==> src/rtl/uart_rx_byte_if.sv <==
// uart_rx_byte_if: received-byte bundle between the UART receiver and the RX buffer stage.
// The parity error strobe exists only when UART_RX_PARITY_EN is defined.
interface uart_rx_byte_if;
    logic [7:0] uart_rx_data;
    logic       uart_rx_data_ready;
    logic       uart_rx_frame_err;
    logic       uart_rx_busy;
`ifdef UART_RX_PARITY_EN
    logic       uart_rx_parity_err;

    modport master (
        output uart_rx_data,
        output uart_rx_data_ready,
        output uart_rx_frame_err,
        output uart_rx_busy,
        output uart_rx_parity_err
    );

    modport slave (
        input  uart_rx_data,
        input  uart_rx_data_ready,
        input  uart_rx_frame_err,
        input  uart_rx_busy,
        input  uart_rx_parity_err
    );
`else
    modport master (
        output uart_rx_data,
        output uart_rx_data_ready,
        output uart_rx_frame_err,
        output uart_rx_busy
    );

    modport slave (
        input  uart_rx_data,
        input  uart_rx_data_ready,
        input  uart_rx_frame_err,
        input  uart_rx_busy
    );
`endif
endinterface

==> src/rtl/uart_rx_byte.sv <==
// uart_rx_byte: serial-to-byte UART receiver, 8 data bits LSB first, one stop bit.
// Each bit is sampled mid-period using a clk-based counter of BAUD_DIV cycles.
// A start bit is only accepted once the line has idled high for BAUD_DIV clks (armed),
// and a start bit that is high again at its midpoint is treated as a glitch.
// Optional parity bit: define UART_RX_PARITY_EN (adds PARITY state and uart_rx_parity_err).
module uart_rx_byte #(
    parameter int BAUD_DIV   = 434,
    parameter bit PARITY_ODD = 1'b0
) (
    input  logic           clk,
    input  logic           rst_n,
    input  logic           uart_rxd,
    uart_rx_byte_if.master rx
);
    localparam int            CW       = $clog2(BAUD_DIV);
    localparam logic [CW-1:0] CNT_LAST = CW'(BAUD_DIV - 1);
    localparam logic [CW-1:0] CNT_HALF = CW'(BAUD_DIV / 2 - 1);
    localparam logic [CW-1:0] CNT_ONE  = CW'(1);

    typedef enum logic [2:0] {
        IDLE,
        START,
        DATA,
`ifdef UART_RX_PARITY_EN
        PARITY,
`endif
        STOP
    } state_t;

    // Synchronizer and edge-detect history; idle-high reset so release never looks like an edge
    logic sync1_reg;
    logic rxd_s_reg;
    logic rxd_prev_reg;

    state_t        state_reg,   state_next;
    logic [CW-1:0] cnt_reg,     cnt_next;
    logic [2:0]    bit_idx_reg, bit_idx_next;
    logic [7:0]    shift_reg,   shift_next;
    logic          armed_reg,   armed_next;
    logic [CW-1:0] arm_cnt_reg, arm_cnt_next;
    logic [7:0]    data_reg,    data_next;
    logic          ready_reg,   ready_next;
    logic          ferr_reg,    ferr_next;
    logic          cnt_wrap;

`ifdef UART_RX_PARITY_EN
    logic          par_bit_reg, par_bit_next;
    logic          perr_reg,    perr_next;
    logic          parity_bad;

    // Received data plus parity bit must have the configured number-of-ones sense
    assign parity_bad = ((^shift_reg) ^ par_bit_reg) != PARITY_ODD;
`else
    // Parity sense has no meaning without the parity bit
    logic unused_cfg;
    assign unused_cfg = PARITY_ODD;
`endif

    assign cnt_wrap = (cnt_reg == CNT_LAST);

    // Two-stage synchronizer for the asynchronous serial line, plus one history stage
    always_ff @(posedge clk or negedge rst_n) begin
        if (!rst_n) begin
            sync1_reg    <= 1'b1;
            rxd_s_reg    <= 1'b1;
            rxd_prev_reg <= 1'b1;
        end else begin
            sync1_reg    <= uart_rxd;
            rxd_s_reg    <= sync1_reg;
            rxd_prev_reg <= rxd_s_reg;
        end
    end

    // Receiver state, counters and output strobes
    always_ff @(posedge clk or negedge rst_n) begin
        if (!rst_n) begin
            state_reg   <= IDLE;
            cnt_reg     <= '0;
            bit_idx_reg <= '0;
            shift_reg   <= '0;
            armed_reg   <= 1'b0;
            arm_cnt_reg <= '0;
            data_reg    <= '0;
            ready_reg   <= 1'b0;
            ferr_reg    <= 1'b0;
`ifdef UART_RX_PARITY_EN
            par_bit_reg <= 1'b0;
            perr_reg    <= 1'b0;
`endif
        end else begin
            state_reg   <= state_next;
            cnt_reg     <= cnt_next;
            bit_idx_reg <= bit_idx_next;
            shift_reg   <= shift_next;
            armed_reg   <= armed_next;
            arm_cnt_reg <= arm_cnt_next;
            data_reg    <= data_next;
            ready_reg   <= ready_next;
            ferr_reg    <= ferr_next;
`ifdef UART_RX_PARITY_EN
            par_bit_reg <= par_bit_next;
            perr_reg    <= perr_next;
`endif
        end
    end

    // Arm tracking, next-state and strobe generation
    always_comb begin
        state_next   = state_reg;
        cnt_next     = cnt_reg;
        bit_idx_next = bit_idx_reg;
        shift_next   = shift_reg;
        armed_next   = armed_reg;
        arm_cnt_next = arm_cnt_reg;
        data_next    = data_reg;
        ready_next   = 1'b0;
        ferr_next    = 1'b0;
`ifdef UART_RX_PARITY_EN
        par_bit_next = par_bit_reg;
        perr_next    = 1'b0;
`endif

        // Line must stay high for BAUD_DIV consecutive clks before any start bit counts
        if (!armed_reg) begin
            if (!rxd_s_reg) begin
                arm_cnt_next = '0;
            end else if (arm_cnt_reg == CNT_LAST) begin
                armed_next = 1'b1;
            end else begin
                arm_cnt_next = arm_cnt_reg + CNT_ONE;
            end
        end

        case (state_reg)
            IDLE: begin
                if (armed_reg && rxd_prev_reg && !rxd_s_reg) begin
                    state_next = START;
                    cnt_next   = '0;
                end
            end
            START: begin
                if (cnt_reg == CNT_HALF) begin
                    cnt_next = '0;
                    if (!rxd_s_reg) begin
                        state_next   = DATA;
                        bit_idx_next = '0;
                    end else begin
                        state_next = IDLE;
                    end
                end else begin
                    cnt_next = cnt_reg + CNT_ONE;
                end
            end
            DATA: begin
                if (cnt_wrap) begin
                    cnt_next     = '0;
                    shift_next   = {rxd_s_reg, shift_reg[7:1]};
                    bit_idx_next = bit_idx_reg + 3'd1;
                    if (bit_idx_reg == 3'd7) begin
`ifdef UART_RX_PARITY_EN
                        state_next = PARITY;
`else
                        state_next = STOP;
`endif
                    end
                end else begin
                    cnt_next = cnt_reg + CNT_ONE;
                end
            end
`ifdef UART_RX_PARITY_EN
            PARITY: begin
                if (cnt_wrap) begin
                    cnt_next     = '0;
                    par_bit_next = rxd_s_reg;
                    state_next   = STOP;
                end else begin
                    cnt_next = cnt_reg + CNT_ONE;
                end
            end
`endif
            STOP: begin
                if (cnt_wrap) begin
                    cnt_next   = '0;
                    state_next = IDLE;
                    if (rxd_s_reg) begin
`ifdef UART_RX_PARITY_EN
                        if (parity_bad) begin
                            perr_next = 1'b1;
                        end else begin
                            ready_next = 1'b1;
                            data_next  = shift_reg;
                        end
`else
                        ready_next = 1'b1;
                        data_next  = shift_reg;
`endif
                    end else begin
                        // Low stop bit may be a break: require a fresh idle period
                        ferr_next    = 1'b1;
                        armed_next   = 1'b0;
                        arm_cnt_next = '0;
                    end
                end else begin
                    cnt_next = cnt_reg + CNT_ONE;
                end
            end
            default: begin
                state_next = IDLE;
            end
        endcase
    end

    assign rx.uart_rx_data       = data_reg;
    assign rx.uart_rx_data_ready = ready_reg;
    assign rx.uart_rx_frame_err  = ferr_reg;
`ifdef UART_RX_PARITY_EN
    assign rx.uart_rx_parity_err = perr_reg;
    assign rx.uart_rx_busy       = (state_reg == DATA) || (state_reg == PARITY) ||
                                   (state_reg == STOP);
`else
    assign rx.uart_rx_busy       = (state_reg == DATA) || (state_reg == STOP);
`endif
endmodule

==> src/flat_wrapper.sv <==
// flat-port wrapper written by rule: the top's interface ports become plain ports
module uart_rx_byte_flat 
#(
    parameter int BAUD_DIV   = 434,
    parameter bit PARITY_ODD = 1'b0
)
  (clk, rst_n, uart_rxd, rx_uart_rx_data, rx_uart_rx_data_ready, rx_uart_rx_frame_err, rx_uart_rx_busy);
  uart_rx_byte_if rx_i ();
  input  logic clk;
  input  logic rst_n;
  input  logic uart_rxd;
  output wire logic [$bits(rx_i.uart_rx_data)-1:0] rx_uart_rx_data;
  output wire logic [$bits(rx_i.uart_rx_data_ready)-1:0] rx_uart_rx_data_ready;
  output wire logic [$bits(rx_i.uart_rx_frame_err)-1:0] rx_uart_rx_frame_err;
  output wire logic [$bits(rx_i.uart_rx_busy)-1:0] rx_uart_rx_busy;
  assign rx_uart_rx_data = rx_i.uart_rx_data;
  assign rx_uart_rx_data_ready = rx_i.uart_rx_data_ready;
  assign rx_uart_rx_frame_err = rx_i.uart_rx_frame_err;
  assign rx_uart_rx_busy = rx_i.uart_rx_busy;
  uart_rx_byte #(.BAUD_DIV(BAUD_DIV), .PARITY_ODD(PARITY_ODD)) u_core (.clk(clk), .rst_n(rst_n), .uart_rxd(uart_rxd), .rx(rx_i));
endmodule
==> config.mk <==
export PLATFORM = sky130hd
export DESIGN_NAME = uart_rx_byte_flat
export DESIGN_NICKNAME = d
export VERILOG_FILES = /design/src/rtl/uart_rx_byte_if.sv /design/src/rtl/uart_rx_byte.sv /design/src/flat_wrapper.sv
export SDC_FILE = /design/constraint.sdc
export NUM_CORES = 1
export LEC_CHECK = 0
export CAP_MARGIN = 30
export CORE_AREA = 3 3 47 91
export CTS_CLUSTER_SIZE = 10
export DETAILED_ROUTE_END_ITERATION = 16
export DIE_AREA = 0 0 50 94
export PLACE_DENSITY = 0.87
export SLEW_MARGIN = 15
export SYNTH_ARGS = -nofsm -noshare
export SYNTH_HDL_FRONTEND = slang
export SYNTH_SLANG_ARGS = --single-unit
==> constraint.sdc <==
create_clock -name clk -period 5.2 [get_ports clk]
set_input_delay 1.04 -clock clk [delete_from_list [all_inputs] [get_ports clk]]
set_output_delay 1.04 -clock clk [all_outputs]
set_load 0.005 [all_outputs]
==> metrics.csv, run 1 <==
metric,value,unit
port_buffers,13,
min_to,u_core.rxd_s_reg,
power_density,239.0,nW/um^2
use_met3,4.610,%
drt_iter0_drc,29,
synth-edff-count,0,
rr_endpoint,u_core.rx.uart_rx_data[4],
cp_slowest_stage_delay,0.57,ns
cts_tree,done,
setup_viol,0,
chipWidth,50,um
timing.fmax,0.4110,GHz
r2r_setup_slack,3.06,ns
async_flop_share,100.0,%
layout-drive-gt1-share,17.92,%
cp_top_family,buffers and inverters,
grt_pass1_vias,1507,
yosys.area.top_type,dfrtp_1,
wl_per_cell,15.22,um
cts_made_buffers,5,
critPathArrivalTime,1.39,ns
r2r_start,u_core.cnt_reg[1],
worst_pin_slew,0.6850,ns
synth_top_cells_by_area,"dfrtp_1, mux2_4, mux2_2",
dp.final_hpwl,2.814,mm
antenna_found_initial,0,
hold_class,flop to flop,
vias,1501,
crit_path_max_fanout,8,
swShare,23.12,%
synth_top_area_share,46.93,%
p_seq_share,60.1,%
path_buf_inv,1,
netlist_area,2240,um^2
final_util,67.50,%
synth_fp_nets,208,
drc,0,
cp.required,4.16,ns
ys_types,46,
synth_top_cells_by_count,"dfrtp_1, nand2_1, nor2_1",
io_pins,14,
cellLeakagePower,1.158,nW
postCtsSetupBuffers,0,
r2r_cells,6,
ant_nets,0,
synth_area_per_cell,11.31,um^2
dr.pass1.iters,4,
syn2layout_area_growth,11.06,%
clkPwrFrac,37.0,%
worstSetupPathType,flop to primary output,
die_h,94,um
endpoint_kind,primary output,
wl,3.972,mm
synth_ff_type,dfrtp_1,
dieArea,4700,um^2
yosysMostFrequentCell,dfrtp_1,
placed_area,2374,um^2
synthCells,198,
root_buffer,clkbuf_8,
fin_crit_sh,46.79,%
grt_max_degree,46,
clock_sinks,45,
n_fill_cell,272,
grt_overflow,0,
ctsResizeCount,0,
core,3685,um^2
min_from,u_core.sync1_reg,
slew_headroom,54.33,%
vias_per_cell,5.751,
combinationalPowerShare,2.9,%
hold_buffers,0,
cp_slowest_cell,clkdlybuf4s50_1,
min_period,2.433,ns
crit_start,u_core.state_reg[1],
ys_warn_count,0,
gp_congestion,0.8282,
start_kind,flop,
outcome,"complete, no violations",
rows,31,
cap_violations,0,
slew_violations,0,
insertion_delay,0.30,ns
setup-tns-final,0,ns
use_met2,34.83,%
n_antenna_cell,0,
use_met1,21.46,%
cts_buffer_depth,2,
h-tree-depth,2,
path_clk_slew,0.09,ns
yosysSeqAreaShare,50.45,%
path_cells,clkdlybuf4s50_1,
grt_usage,19.52,%
busiest_layer,met2,
start_util,60.78,%
grt_setup_unrepaired,no,
finClkSkew,0.008598,ns
p_switching,0.1374,mW
ir_worst_vdd,0.2195,mV
fin_area,2487,um^2
intPower,0.4570,mW
ys_ff_latch,45,
hold_viol,0,
grt_pass1_wl,7.024,mm
min_path_cells,0,
nets,221,
## through the flow
step / hold slack (ns) / cells / power, mW / setup slack (ns)
2_1_floorplan: 0.3452 / 198 / 0.3703 / 3.368
6_report: 0.3580 / 261 / 0.5945 / 2.767
3_5_place_dp: 0.3476 / 252 / 0.3805 / 3.066
5_1_grt: 0.3722 / 261 / 0.6222 / 2.696
4_1_cts: 0.3598 / 260 / 0.6018 / 2.751
3_3_place_gp: 0.3460 / 252 / 0.3796 / 3.138
## kinds of logic after synthesis
group,synth area share (%)
DFF,50.45
adders and majority gates,3.910
and+or+nand+nor,16.76
buffers and inverters,3.855
xor gates and xnor gates,3.910
muxes,10.78
AOI/OAI and AO/OA,10.34
## per-layer routing
metal / share of wire [%] / wire length (um)
met2: 55 / 2202
met3: 2.2 / 88
met5: 0 / 0
met1: 41 / 1610
met4: 1.8 / 70
## power groups by stage
stage	Sequential (mW)	Clock, mW	Combinational [mW]
after global placement	0.364	0	0.0159
final	0.357	0.220	0.0175
after floorplan	0.363	0	0.00710
after detailed placement	0.364	0	0.0166
after CTS	0.357	0.228	0.0166
after global routing	0.358	0.244	0.0208
## worst max path at each step
stage	endpoint	slack (ns)	cells past startpoint
6_report	rx_uart_rx_busy	2.77	1
5_1_grt	rx_uart_rx_busy	2.70	1
4_1_cts	rx_uart_rx_busy	2.75	1
3_5_place_dp	u_core.rx.uart_rx_data[1]	3.07	6
3_3_place_gp	rx_uart_rx_busy	3.14	1
2_1_floorplan	u_core.rx.uart_rx_data[0]	3.37	8
## cell usage in the layout (no fill, tap or decap), types with 7 or more instances in the layout
cell	instances
dfrtp_1	42
nand2_1	21
nor2_1	15
clkdlybuf4s50_1	12
inv_1	9
mux2_2	9
mux2_4	8
o21ai_0	7
ha_1	7
## final cells by class
cell class                      count  area, um^2  area share, %
Sequential cell                    45        1130          45.42
Inverter                            9       33.78          1.358
Clock buffer                        5       68.82          2.767
Timing Repair Buffer               14       145.1          5.835
Tap cell                           49       61.31          2.465
Multi-Input combinational cell    136        1023          41.15
Clock inverter                      3       25.02          1.006
Power figures use the tool's default switching activity.
==> run 2, diff against run 1 <==
- CORE_AREA: 3 3 47 91 -> 3 3 50 98
- DIE_AREA: 0 0 50 94 -> 0 0 53 101
- PLACE_DENSITY: 0.87 -> 0.81
- clock period: 5.2 -> 2.2 ns (I/O delays scaled with it)
==> metrics.csv, run 2 (synthesis results as in run 1) <==
metric,value,unit
outcome,"complete, no violations",
final_cell_mix,"dfrtp_1, nand2_1, nor2_1, clkdlybuf4s50_1",
power_density,585.3,nW/um^2
rr_endpoint,u_core.rx.uart_rx_data[6],
hold_viol,0,
cellLeakagePower,1.200,nW
dr.pass1.iters,4,
syn2layout_area_growth,13.91,%
drt_iter0_drc,20,
port_buffers,13,
wl,4.223,mm
fin_crit_sh,93.50,%
hold_class,input pin to async pin,
fin_area,2551,um^2
dieArea,5353,um^2
die_h,101,um
insertion_delay,0.29,ns
core,4297,um^2
crit_path_max_fanout,9,
n_antenna_cell,0,
grt_setup_unrepaired,no,
grt_pass1_wl,7.072,mm
hold_buffers,0,
min_period,2.057,ns
slew_violations,0,
r2r_setup_slack,0.14,ns
final_common_cell,dfrtp_1,
ant_nets,0,
worstSetupPathType,flop to flop,
slew_headroom,62.68,%
path_cells,inv_1 -> ha_1 -> and4b_1 -> nand4_4 -> or2_2 -> mux2_4,
start_util,52.13,%
ir_worst_vdd,0.4818,mV
path_clk_slew,0.09,ns
antenna_found_initial,0,
setup_viol,0,
r2r_cells,6,
timing.fmax,0.4861,GHz
nets,228,
grt_max_degree,46,
postCtsSetupBuffers,0,
vias_per_cell,5.513,
finClkSkew,0.009073,ns
placed_area,2440,um^2
drc,0,
h-tree-depth,2,
layout-drive-gt1-share,20.55,%
rows,34,
cts_buffer_depth,2,
vias,1505,
grt_usage,17.94,%
cp.required,2.38,ns
io_pins,14,
grt_pass1_vias,1558,
chipWidth,53,um
clock_sinks,45,
worst_pin_slew,0.5598,ns
cp_slowest_cell,or2_2,
root_buffer,clkbuf_8,
cts_tree,done,
start_kind,flop,
cap_violations,0,
cts_made_buffers,5,
cp_slowest_stage_delay,0.44,ns
setup-tns-final,0,ns
grt_overflow,0,
gp_congestion,0.7885,
critPathArrivalTime,2.24,ns
wl_per_cell,15.47,um
dp.final_hpwl,3.141,mm
endpoint_kind,flop,
r2r_start,u_core.cnt_reg[1],
ctsResizeCount,0,
run 2: area by class of cell:
cell class                 count  area (um^2)
timing repair buffer          21        185.2
multi-input combinational    136         1023
sequential                    45         1130
tap                           54        67.56
inverter                       9        33.78
clock inverter                 2        38.79
clock buffer                   6        72.57
fill                         345         1745
run 2: metal layers:
layer  wire length, um  GRT usage [%]
met1              1623          18.11
met2              2436          33.72
met3                76          3.111
met4                87          8.071
met5                 0              0
run 2: where the power goes:
| part | switching [mW] | internal [mW] |
|---|---|---|
| registers | 0.00804 | 0.836 |
| logic | 0.0261 | 0.0128 |
| clock network | 0.270 | 0.341 |
| total | 0.304 | 1.19 |
run 2: worst max path at each step:
stage | from | endpoint | slack [ns] | cells past startpoint
floorplan | u_core.cnt_reg[1] | u_core.rx.uart_rx_data[0] | 0.37 | 8
global placement | u_core.cnt_reg[1] | u_core.rx.uart_rx_data[5] | 0.17 | 6
detailed placement | u_core.cnt_reg[1] | u_core.rx.uart_rx_data[6] | 0.14 | 6
CTS | u_core.cnt_reg[1] | u_core.rx.uart_rx_data[3] | 0.11 | 6
global route | u_core.cnt_reg[1] | u_core.rx.uart_rx_data[3] | 0.007 | 6
finish | u_core.cnt_reg[1] | u_core.rx.uart_rx_data[6] | 0.14 | 6
run 2: metrics by stage:
stage / hold WS [ns] / std cells / total power, mW / util (%) / worst slack [ns]
after global placement: 0.3473 / 265 / 0.8989 / 56.79 / 0.1725
after floorplan: 0.1444 / 198 / 0.8752 / - / 0.3681
after global routing: 0.2547 / 273 / 1.546 / 59.38 / 0.006597
after detailed placement: 0.3562 / 265 / 0.9006 / 56.79 / 0.1421
final: 0.2065 / 273 / 1.493 / 59.38 / 0.1429
after CTS: 0.2288 / 273 / 1.518 / 59.38 / 0.1101
run 2: worst max-delay path, delay by kind of cell (launching register included):
family,cells,cell delay [ns]
flip-flops,1,0.42
buffers and inverters,1,0.11
multiplexers,1,0.33
adder cells (fa/ha/maj),1,0.14
AND/OR/NAND/NOR,3,0.94
==> run 3, diff against run 2 <==
- SKIP_LAST_GASP: default -> 1
==> results of run 3 <==
Final layout, timing and power as in run 2 (identical DEF).
